**src/rtl/step_debug_ctrl_pkg.sv**
```systemverilog
// -----------------------------------------------------------------------------
// step_debug_pkg
// Shared definitions for the step/run debug controller:
//   - mode encodings presented on the 2-bit mode input
//   - FSM state enumeration
//   - width of the optional step counter (present when STEP_CNT_EN is defined)
// -----------------------------------------------------------------------------
package step_debug_pkg;

  localparam logic [1:0] MODE_SINGLE = 2'b00;
  localparam logic [1:0] MODE_BURST  = 2'b01;
  localparam logic [1:0] MODE_RUN    = 2'b10;

  typedef enum logic [1:0] {
    ST_IDLE  = 2'b00,
    ST_STEP  = 2'b01,
    ST_BURST = 2'b10,
    ST_RUN   = 2'b11
  } state_e;

  localparam int STEP_CNT_W = 16;

endpackage

```
**src/rtl/step_debug_ctrl_btn_debounce.sv**
```systemverilog
// -----------------------------------------------------------------------------
// btn_debounce
// Push-button conditioner: 2-flop synchroniser, stable-level filter and
// rising-edge detector.
//   clk, rst  : system clock, synchronous active-high reset
//   btn       : raw asynchronous button level
//   press     : one-cycle pulse when the accepted level rises
// The accepted level changes only after DB_CYCLES consecutive synchronised
// samples disagree with it. A level rising at cycle 0 yields press at
// cycle DB_CYCLES+2.
// -----------------------------------------------------------------------------
module btn_debounce #(
  parameter int DB_CYCLES = 4
) (
  input  logic clk,
  input  logic rst,
  input  logic btn,
  output logic press
);

  localparam int CW = (DB_CYCLES > 1) ? $clog2(DB_CYCLES) : 1;
  localparam logic [CW-1:0] CNT_LAST = CW'(DB_CYCLES - 1);

  logic          sync1_q, sync1_d;
  logic          sync2_q, sync2_d;
  logic          level_q, level_d;
  logic          level_dly_q, level_dly_d;
  logic [CW-1:0] cnt_q, cnt_d;

  // Next-state: synchroniser shift, stable counter and accepted level.
  always_comb begin
    sync1_d     = btn;
    sync2_d     = sync1_q;
    level_dly_d = level_q;
    level_d     = level_q;
    cnt_d       = cnt_q;
    if (sync2_q != level_q) begin
      // cnt_q counts the disagreeing samples already seen; this one is the last.
      if (cnt_q == CNT_LAST) begin
        level_d = sync2_q;
        cnt_d   = '0;
      end else begin
        level_d = level_q;
        cnt_d   = cnt_q + CW'(1);
      end
    end else begin
      cnt_d = '0;
    end
  end

  // State registers with synchronous reset.
  always_ff @(posedge clk) begin
    if (rst) begin
      sync1_q     <= 1'b0;
      sync2_q     <= 1'b0;
      level_q     <= 1'b0;
      level_dly_q <= 1'b0;
      cnt_q       <= '0;
    end else begin
      sync1_q     <= sync1_d;
      sync2_q     <= sync2_d;
      level_q     <= level_d;
      level_dly_q <= level_dly_d;
      cnt_q       <= cnt_d;
    end
  end

  assign press = level_q & ~level_dly_q;

endmodule

```
**src/rtl/step_debug_ctrl.sv**
```systemverilog
// -----------------------------------------------------------------------------
// step_debug_ctrl
// Push-button step/run controller and LED probe display for the teaching CPU.
// Ports:
//   clk, rst     : system clock, synchronous active-high reset
//   btn          : raw push button (asynchronous)
//   mode         : 00 single, 01 burst, 10 run, 11 single
//   SW           : probe channel select
//   page         : LED_W-wide slice select within the selected probe word
//   probe_data   : NCH flattened probe words, channel k at [k*DATA_W +: DATA_W]
//   cpu_halted   : CPU has halted (aborts burst/run, blocks run entry)
//   step_en      : CPU clock enable, one cycle per step
//   busy         : controller is not idle
//   LED          : registered slice of the selected probe word
//   step_cnt     : (only with STEP_CNT_EN defined) wrapping count of step_en
// Optional feature macro: STEP_CNT_EN.
// -----------------------------------------------------------------------------
module step_debug_ctrl
  import step_debug_pkg::*;
#(
  parameter  int DATA_W    = 32,
  parameter  int NCH       = 8,
  parameter  int LED_W     = 8,
  parameter  int DB_CYCLES = 4,
  parameter  int BURST     = 4,
  localparam int SW_W      = $clog2(NCH),
  localparam int PAGES     = DATA_W / LED_W,
  localparam int PG_W      = (PAGES > 1) ? $clog2(PAGES) : 1
) (
  input  logic                  clk,
  input  logic                  rst,
  input  logic                  btn,
  input  logic [1:0]            mode,
  input  logic [SW_W-1:0]       SW,
  input  logic [PG_W-1:0]       page,
  input  logic [NCH*DATA_W-1:0] probe_data,
  input  logic                  cpu_halted,
  output logic                  step_en,
  output logic                  busy,
  output logic [LED_W-1:0]      LED
`ifdef STEP_CNT_EN
  ,
  output logic [STEP_CNT_W-1:0] step_cnt
`endif
);

  localparam logic [7:0] BURST_LOAD = 8'(BURST);

  logic       press_s;
  logic       step_en_s;
  state_e     state_q, state_d;
  logic [7:0] burst_cnt_q, burst_cnt_d;
  logic       busy_q, busy_d;
  logic [LED_W-1:0] led_q, led_d;

  btn_debounce #(
    .DB_CYCLES(DB_CYCLES)
  ) u_btn_debounce (
    .clk  (clk),
    .rst  (rst),
    .btn  (btn),
    .press(press_s)
  );

  // FSM next state, burst counter and step pulse. step_en is decided in the
  // same cycle as the exit condition so that an abort never issues a pulse.
  always_comb begin
    state_d     = state_q;
    burst_cnt_d = burst_cnt_q;
    step_en_s   = 1'b0;
    case (state_q)
      ST_IDLE: begin
        if (press_s) begin
          case (mode)
            MODE_BURST: begin
              state_d     = ST_BURST;
              burst_cnt_d = BURST_LOAD;
            end
            MODE_RUN: begin
              // A halted core may still be single-stepped, but never run.
              if (!cpu_halted) begin
                state_d = ST_RUN;
              end else begin
                state_d = ST_IDLE;
              end
            end
            default: state_d = ST_STEP;
          endcase
        end else begin
          state_d = ST_IDLE;
        end
      end
      ST_STEP: begin
        step_en_s = 1'b1;
        state_d   = ST_IDLE;
      end
      ST_BURST: begin
        if (cpu_halted) begin
          state_d     = ST_IDLE;
          burst_cnt_d = 8'd0;
        end else begin
          step_en_s = 1'b1;
          if (burst_cnt_q == 8'd1) begin
            state_d     = ST_IDLE;
            burst_cnt_d = 8'd0;
          end else begin
            state_d     = ST_BURST;
            burst_cnt_d = burst_cnt_q - 8'd1;
          end
        end
      end
      ST_RUN: begin
        if (press_s || cpu_halted) begin
          state_d = ST_IDLE;
        end else begin
          step_en_s = 1'b1;
          state_d   = ST_RUN;
        end
      end
      default: begin
        state_d     = ST_IDLE;
        burst_cnt_d = 8'd0;
      end
    endcase
    busy_d = (state_d != ST_IDLE);
  end

  // Probe display mux: channel words, then LED-wide pages of the chosen word.
  logic [DATA_W-1:0] ch_words [NCH];
  logic [LED_W-1:0]  page_words [2**PG_W];
  logic [DATA_W-1:0] ch_sel_s;

  for (genvar g = 0; g < NCH; g++) begin : g_ch
    assign ch_words[g] = probe_data[g*DATA_W +: DATA_W];
  end

  assign ch_sel_s = ch_words[SW];

  for (genvar p = 0; p < 2**PG_W; p++) begin : g_pg
    if (p < PAGES) begin : g_real
      assign page_words[p] = ch_sel_s[p*LED_W +: LED_W];
    end else begin : g_pad
      assign page_words[p] = '0;
    end
  end

  // LED slice selection for the next register update.
  always_comb begin
    led_d = page_words[page];
  end

  // Controller and display registers with synchronous reset.
  always_ff @(posedge clk) begin
    if (rst) begin
      state_q     <= ST_IDLE;
      burst_cnt_q <= 8'd0;
      busy_q      <= 1'b0;
      led_q       <= '0;
    end else begin
      state_q     <= state_d;
      burst_cnt_q <= burst_cnt_d;
      busy_q      <= busy_d;
      led_q       <= led_d;
    end
  end

  assign step_en = step_en_s;
  assign busy    = busy_q;
  assign LED     = led_q;

`ifdef STEP_CNT_EN
  logic [STEP_CNT_W-1:0] step_cnt_q, step_cnt_d;

  // Wrapping count of issued step pulses.
  always_comb begin
    if (step_en_s) begin
      step_cnt_d = step_cnt_q + STEP_CNT_W'(1);
    end else begin
      step_cnt_d = step_cnt_q;
    end
  end

  // Step counter register with synchronous reset.
  always_ff @(posedge clk) begin
    if (rst) begin
      step_cnt_q <= '0;
    end else begin
      step_cnt_q <= step_cnt_d;
    end
  end

  assign step_cnt = step_cnt_q;
`else
  // Step counter not built in this configuration.
`endif

endmodule

```
**config.mk**
```make
export PLATFORM = sky130hd
export DESIGN_NAME = step_debug_ctrl
export DESIGN_NICKNAME = d
export VERILOG_FILES = /design/src/rtl/step_debug_ctrl_pkg.sv /design/src/rtl/step_debug_ctrl_btn_debounce.sv /design/src/rtl/step_debug_ctrl.sv
export SDC_FILE = /design/constraint.sdc
export NUM_CORES = 1
export LEC_CHECK = 0
export ABC_CLOCK_PERIOD_IN_PS = 1400
export CAP_MARGIN = 20
export CORE_MARGIN = 4
export CORE_UTILIZATION = 29
export CTS_BUF_LIST = sky130_fd_sc_hd__clkbuf_2 sky130_fd_sc_hd__clkbuf_4 sky130_fd_sc_hd__clkbuf_8
export DETAILED_ROUTE_END_ITERATION = 16
export PLACE_DENSITY = 0.76
export SLEW_MARGIN = 10
export SYNTH_ARGS = -nofsm -noshare
export SYNTH_HDL_FRONTEND = slang
export SYNTH_HIERARCHICAL = 1
export SYNTH_SLANG_ARGS = --single-unit
```
**constraint.sdc**
```tcl
create_clock -name clk -period 1.4 [get_ports clk]
set_clock_uncertainty 0.05 [all_clocks]
set_input_delay 0.14 -clock clk [delete_from_list [all_inputs] [get_ports clk]]
set_output_delay 0.14 -clock clk [all_outputs]
set_load 0.005 [all_outputs]
```
======== Word-level counts from Yosys, hierarchy flattened ========
Cells that the tools add are included.
storage, ports and cells
  flip-flop bits (word level) ............. 25
  bits of input ports ..................... 267
operators by class
  magnitude comparators ................... 2
  eq/ne operators ......................... 10
  $add $sub $neg .......................... 2
  multiplexer cells ....................... 21
  reduce and logical (&&, ||, !) cells .... 7
  bitwise operators ....................... 5
operators by type and width
  cell                                                    count
  binary-select mux 32 bit (select 3 bit)                 1
  two-way mux 32 bit                                      2
  two-way mux 8 bit                                       6
  binary-select mux 8 bit (select 2 bit)                  1
  one-hot mux 8 bit (2 select lines)                      1
  two-way mux 2 bit                                       5
  equality test 2 bit (second input constant)             4
  equality test 8 x 1 -> 1 bit (second input constant)    1
  one-hot mux 2 bit (4 select lines)                      1
  subtractor 8 x 1 -> 8 bit (second input constant)       1
  equality test 2 x 1 -> 1 bit (second input constant)    2
  >= comparator 4 bit (second input constant)             1
  NOT 3 -> 4 bit                                          1
  one-hot mux 2 bit (2 select lines)                      1
  nonzero test 2 bit                                      2
  >= comparator 3 bit (second input constant)             1
  NOT 2 -> 3 bit                                          1
  one-hot mux 1 bit (3 select lines)                      1
  AND reduction 3 bit                                     1
  OR reduction 3 bit                                      1
  adder 2 x 1 -> 2 bit (second input constant)            1
  logical NOT 2 bit                                       1
  two-way mux 1 bit                                       2
  inequality test 2 x 1 -> 1 bit (second input constant)  1
  other kinds (6)                                         7

======== Depth between registers and ports, before layout ========
Gate-level depths: netlist of the first run.
  word-level depth ........................ 7
  mapped depth ............................ 7

======== Hierarchy ========
Netlist of the first run, hierarchy kept.
modules (own cells, without submodules)
  module           cells an instance  times used  seq. area each (um2)  area each (um2)
  step_debug_ctrl  235                1           380.4                 2910.3
  btn_debounce     16                 1           120.1                 201.4

======== Least setup slack after synthesis of the first run ========
OpenSTA, ideal clock, no wires.
  path type ............................... reg-to-reg
  start point ............................. reg u_btn_debounce.level_q (netlist: u_btn_debounce/level_dly_d)
  end point ............................... reg burst_cnt_q[5]
  period minus slack after synthesis ...... 1.560 ns
  arrival ................................. 1.440 ns
  stages on the path, launching flop included .. 7
  buffers on the path ..................... 1
  path slack .............................. -0.160 ns
  cells stage by stage .................... dfxtp_1 > nor2b_1 > clkbuf_1 > a21o_1 > nand4_1 > or3_1 > a21oi_1
on the way
  longest elaborated chain between the ends .. 3
RTL lines
  element                                 RTL line                            RTL
  start, declared                         step_debug_ctrl_btn_debounce.sv:26  logic level_q, level_d;
  start signal, assigned                  step_debug_ctrl_btn_debounce.sv:62  level_q <= level_d;
  AND 1 bit                               step_debug_ctrl_btn_debounce.sv:68  assign press = level_q & ~level_dly_q;
  net press_s                             step_debug_ctrl.sv:49               logic press_s;
  inequality test 2 bit (no source line)  n/a
  AND reduction 3 bit (no source line)    n/a
  end signal, assigned                    step_debug_ctrl.sv:161              burst_cnt_q <= burst_cnt_d;
  end, declared                           step_debug_ctrl.sv:52               logic [7:0] burst_cnt_q, burst_cnt_d;
The timed path passes the listed nets, and every way through them passes these cells.
A chain may end at the register's enable or synchronous reset.

======== Final worst setup path of the first run ========
  start point ............................. reg u_btn_debounce.level_q (netlist: u_btn_debounce/level_dly_d)
  end point ............................... reg burst_cnt_q[4]
Same word-level chain as after synthesis.

==> results of run 1 <==
metrics by stage:
| stage | instances | setup WS [ns] | hold slack [ns] |
|---|---|---|---|
| final | 698 | -0.0424 | 0.378 |
| after global routing | 698 | -0.123 | 0.376 |
| after CTS | 693 | -0.0368 | 0.372 |
| after detailed placement | 684 | -0.450 | 0.379 |
| after global placement | 684 | -0.446 | 0.364 |
| after floorplan | 251 | -0.0627 | 0.155 |
sequential cells by signal, indices dropped and copies added (netlist names):
signal and count:
burst_cnt_q 8, u_btn_debounce/level_dly_q 1, state_q 2, LED 8
u_btn_debounce/sync2_q 1, busy 1, u_btn_debounce/level_dly_d 1, u_btn_debounce/cnt_q 2
u_btn_debounce/sync1_q 1
power groups by stage:
| stage | Combinational (mW) | Clock [mW] | Sequential (mW) |
|---|---|---|---|
| final | 1.66 | 0.444 | 0.746 |
| after global placement | 1.60 | 0 | 0.762 |
| after floorplan | 0.621 | 0 | 0.766 |
| after CTS | 1.64 | 0.454 | 0.746 |
| after global routing | 1.76 | 0.478 | 0.749 |
| after detailed placement | 1.62 | 0 | 0.763 |
per-layer routing:
layer	up-vias	share of wire, %	GRT usage, %
met1	1773	35	25.0
met5	-	0	0
met2	187	55	45.3
li1	1678	-	-
met3	30	7.5	5.71
met4	0	2.4	5.92
final cells by class:
class | instances | share of cell area, %
Antenna cell | 4 | 0.152
Clock inverter | 1 | 0.114
Sequential cell | 25 | 7.70
Inverter | 8 | 0.455
Timing Repair Buffer | 325 | 49.9
Clock buffer | 3 | 0.626
Multi-Input combinational cell | 196 | 38.4
Tap cell | 136 | 2.58
how the worst max path moves through the flow:
| stage | from | end | slack [ns] | cells past startpoint |
|---|---|---|---|---|
| floorplan | SW[1] | LED[4] | -0.06 | 6 |
| global placement | probe_data[222] | LED[6] | -0.45 | 5 |
| detailed placement | probe_data[222] | LED[6] | -0.45 | 5 |
| CTS | u_btn_debounce/level_dly_d | busy | -0.04 | 6 |
| global route | u_btn_debounce/level_dly_d | burst_cnt_q[6] | -0.12 | 5 |
| finish | u_btn_debounce/level_dly_d | burst_cnt_q[4] | -0.04 | 5 |
timing repair:
action                                  in CTS  in global routing
pin swaps                                   15                 16
endpoints found under the setup margin      18                 19
setup buffers                                7                  1
gates resized for setup                     72                 43
worst max-delay path, stage by stage, from the launching register on:
cell     delay [ns]
dfxtp_2        0.34
nor2b_4        0.16
a21o_1         0.16
nand4_1        0.19
or3_1          0.35
a21oi_1        0.14
logic make-up after synthesis:
| family | Yosys count | share of synthesized area, % |
|---|---|---|
| AO/OA/AOI/OAI | 48 | 10.3 |
| multiplexers | 89 | 55.3 |
| XOR/XNOR | 3 | 0.845 |
| adder cells (fa/ha/maj) | 5 | 2.01 |
| AND/OR/NAND/NOR | 51 | 9.01 |
| buffers and inverters | 30 | 6.47 |
| flip-flops | 25 | 16.1 |
placed cells by master (no fill, tap or decap), drive strengths merged, types with 3 or more instances in the layout:
master         synthesis  routed
clkdlybuf4s50          0     212
mux4                  64      64
buf                   19      53
dlygate4sd2            0      37
dfxtp                 25      25
dlymetal6s2s           0      23
mux2i                 22      22
a21oi                 15      15
nor2                  10      10
nand2                  9       9
inv                    8       8
a22oi                  8       8
nor2b                  7       7
or3                    6       6
o211ai                 5       5
o21ai                  5       5
and3                   5       5
a31oi                  5       5
ha                     5       5
diode                  0       4
a21o                   3       3
a221o                  3       3
nand4                  3       3
clkbuf                 3       3
mux2                   3       3
or2                    3       3
==> results.toml, run 1 <==
[global_route]
grt_pass1_vias = 4117
grt_usage_pct = 23.3
grt_max_degree = 31
overflow = 0
grt_pass1_wl_um = 22600
antenna_found_initial = 4

[drt]
first_pass_iters = 4
wl_per_cell_um = 21.8
antenna_left = 0
drc = 0
wl_um = 15200
drt_iter0_markers = 137
vias_per_cell = 5.26
vias = 3668

[synth]
synth_cell_types = 40
synth_top_area_share_pct = 41.3
netlist_top_cells_count = "mux4_2 (57), dfxtp_1 (25), mux2i_1 (22)"
synth-seq-area-share_pct = 16.1
synth_warnings = 6
synthesis.area_um2 = 3110
synth-edff-count = 0
synth_most_common_cell = "mux4_2"
synth_area_leaders = "mux4_2 (41%), dfxtp_1 (16%), mux2i_1 (7.1%)"
syn_area_per_cell_um2 = 12.4
yosysTopAreaCell = "mux4_2"
synthCells = 251
synth_flop_cell = "dfxtp_1"
synth.net_count = 523
synthArstFlopShare_pct = 0
synth-seq-cells = 25

[placed_design]
post-dp-hpwl_um = 13300
portBuffers = 276
gp_congestion = 0.975
placed_area_um2 = 6290

[clock_tree]
cts_buffers = 3
worstSkewPairLatency_ns = 0.28
clockBufferDepth = 2
holdBufCountCts = 0
path_clk_slew_ns = 0.10
htreeDepth = 1
numClockSinks = 25
cts_tree = "yes"
cts-root-buf = "clkbuf_8"

[sta]
worstMarginPinSlew_ns = 0.316
finalCriticalPeriod_ns = 1.44
slew_viol_final = 0
rsz0062_at_grt = "yes"
final.setup.worst_slack_ns = -0.0424
fin_crit_sh_pct = 103
finalSetupViolations = 3
setup-tns-final_ns = -0.108
fmax_ghz = 0.693
slew_headroom_pct = 78.8
hold_viol_final = 0

[die]
start_util_pct = 30.0
die_w_um = 112
dieArea_um2 = 12500
top_level_ports = 277
core_area_um2 = 10400
rows = 37
dieHeight_um = 112

[pwr]
combPwrFrac_pct = 58.2
p_leak_nw = 2.69
power.total_mw = 2.85
p_int_mw = 2.11
seqPwrFrac_pct = 26.2
switchingPower_mw = 0.736
p_per_area_nw_per_um2 = 431
clockPowerShare_pct = 15.6
p_sw_share_pct = 25.8
vdd_drop_max_uv = 379

[final_layout]
areaGrowthSynthToFinish_pct = 112
final_util_pct = 63.6
design_area_um2 = 6600
drive_gt1_share_pct = 28.5
multi_input_area_um2 = 2540
regArea_um2 = 508
fill_cells = 830
final_nets = 831

[setup_path]
critPathLaunchType = "flip-flop"
worstPathArrival_ns = 1.61
r2r_setup_slack_ns = -0.04
crit_required_ns = 1.57
timing.rr.start = "u_btn_debounce/level_dly_d"
r2r_end = "burst_cnt_q[4]"
cp-end-kind = "flip-flop"
r2r_cells = 5
crit_fanout = 4
worst-setup-path-type = "reg2reg"

[flow_run]
cap_viol_max_count = 0

[outcome]
violations = "setup timing"
status = "finished with violations"

[hold_path]
whs_path_depth = 2
min_from = "btn"
hp-class = "in2reg"
whs_endpoint = "u_btn_debounce/sync1_q"
Note: power is estimated with default switching activity, not from simulation.
==> inputs of run 2 (changes only) <==
--- a/config.mk
+++ b/config.mk
@@ -5,7 +5,7 @@
 export SDC_FILE = /design/constraint.sdc
 export NUM_CORES = 1
 export LEC_CHECK = 0
-export ABC_CLOCK_PERIOD_IN_PS = 1400
+export ABC_CLOCK_PERIOD_IN_PS = 1200
 export CAP_MARGIN = 20
 export CORE_MARGIN = 4
 export CORE_UTILIZATION = 29
==> constraint.sdc (replaced) <==
create_clock -name clk -period 1.2 [get_ports clk]
set_clock_uncertainty 0.05 [all_clocks]
set_input_delay 0.12 -clock clk [delete_from_list [all_inputs] [get_ports clk]]
set_output_delay 0.12 -clock clk [all_outputs]
set_load 0.005 [all_outputs]
==> results.toml, run 2 (same netlist as run 1, synthesis figures left out) <==
[outcome]
status = "finished with violations"
violations = "setup timing"

[global_route]
grt_max_degree = 23
grt_pass1_vias = 4268
antenna_found_initial = 3
grt_pass1_wl_um = 23700
overflow = 0
grt_usage_pct = 24.3

[clock_tree]
path_clk_slew_ns = 0.09
clockBufferDepth = 2
cts_buffers = 3
htreeDepth = 1
cts_tree = "yes"
holdBufCountCts = 0
numClockSinks = 25
cts-root-buf = "clkbuf_8"
worstSkewPairLatency_ns = 0.26

[setup_path]
cp-end-kind = "flip-flop"
worstPathArrival_ns = 1.58
worst-setup-path-type = "reg2reg"
r2r_cells = 6
timing.rr.start = "u_btn_debounce/level_dly_d"
crit_required_ns = 1.30
crit_fanout = 4
r2r_setup_slack_ns = -0.28
critPathLaunchType = "flip-flop"
startpoint = "u_btn_debounce/level_dly_d"
r2r_end = "busy"

[final_layout]
final_nets = 853
areaGrowthSynthToFinish_pct = 125
design_area_um2 = 7000
final_util_pct = 67.5
final_cell_mix = "clkdlybuf4s50_1 (162), mux4_2 (64), dlygate4sd2_1 (62)"
drive_gt1_share_pct = 34.7
final_common_cell = "clkdlybuf4s50_1"

[sta]
hold_viol_final = 0
finalCriticalPeriod_ns = 1.48
fin_crit_sh_pct = 123
setup-tns-final_ns = -3.43
finalSetupViolations = 20
slew_viol_final = 0
final.setup.worst_slack_ns = -0.279
worstMarginPinSlew_ns = 0.299
rsz0062_at_grt = "yes"
slew_headroom_pct = 80.0
fmax_ghz = 0.676

[drt]
antenna_left = 0
vias_per_cell = 5.24
drt_iter0_markers = 168
vias = 3771
wl_um = 15800
drc = 0
first_pass_iters = 6
wl_per_cell_um = 22.0

[pwr]
vdd_drop_max_uv = 390
power.total_mw = 3.34
p_sw_share_pct = 25.9
clockPowerShare_pct = 14.8
p_int_mw = 2.47
p_per_area_nw_per_um2 = 476
switchingPower_mw = 0.865
p_leak_nw = 3.14
seqPwrFrac_pct = 26.0
combPwrFrac_pct = 59.3

[die]
core_area_um2 = 10400
top_level_ports = 277
dieHeight_um = 112
die_w_um = 112
dieArea_um2 = 12500
rows = 37
start_util_pct = 30.0

[flow_run]
cap_viol_max_count = 0

[hold_path]
hp-class = "in2reg"
whs_path_depth = 2
min_from = "btn"
whs_endpoint = "u_btn_debounce/sync1_q"

[placed_design]
placed_area_um2 = 6350
gp_congestion = 1.04
portBuffers = 276
dp_slack_ns = -0.605
post-dp-hpwl_um = 13200
[run 2: cell count changes in the layout (fill, tap and decap cells not counted), sizes merged, moves of 22 or more]
cell           delta
dlygate4sd2      +25
clkdlybuf4s50    -50
dlymetal6s2s     +25
buf              +22
[run 2: cell type report]
type                            instances  area, µm²
Timing Repair Buffer                  347       3610
Antenna cell                            3       7.51
Tap cell                              136        170
Inverter                                8       30.0
Clock buffer                            3       41.3
Fill cell                             773       3370
Clock inverter                          1       5.00
Sequential cell                        25        515
Multi-Input combinational cell        196       2630
[run 2: per-stage QoR]
step,hold slack (ns),instances
after floorplan,0.135,251
after global placement,0.363,686
after detailed placement,0.382,686
after CTS,0.372,715
after global routing,0.359,719
final,0.369,719
[run 2: worst max-delay path: stages, from the launching register on]
cell	delay [ns]
dfxtp_2	0.34
nor2b_4	0.18
buf_6	0.12
and3b_2	0.22
a31oi_1	0.14
o32a_1	0.20
a41oi_2	0.10
[run 2: what timing repair did]
| action | 4_1_cts | 5_1_grt |
|---|---|---|
| gates resized for setup | 123 | 71 |
| buffers inserted | 23 | 3 |
| gates cloned | 4 | 0 |
| setup endpoints to repair | 29 | 20 |
| pin swaps | 26 | 24 |
[run 2: worst max path at each step]
stage | slack, ns | endpoint | cells after the start
6_report | -0.28 | busy | 6
5_1_grt | -0.35 | burst_cnt_q[6] | 5
4_1_cts | -0.24 | busy | 6
3_5_place_dp | -0.60 | LED[6] | 6
3_3_place_gp | -0.63 | LED[6] | 6
2_1_floorplan | -0.24 | LED[4] | 6
[run 2: metal layers]
layer	vias to the layer above	share of wire, %	track usage, %
li1	1717	-	-
met3	28	6.4	5.43
met1	1862	35	26.6
met5	-	0	0
met2	164	56	46.9
met4	0	2.7	6.41
[run 2: power by group through the flow]
stage                     registers, mW  logic [mW]  clock network [mW]
after floorplan                   0.893       0.725                   0
after detailed placement          0.892        1.88                   0
after CTS                         0.869        1.99               0.496
after global routing              0.869        2.10               0.534
after global placement            0.891        1.85                   0
final                             0.866        1.98               0.493
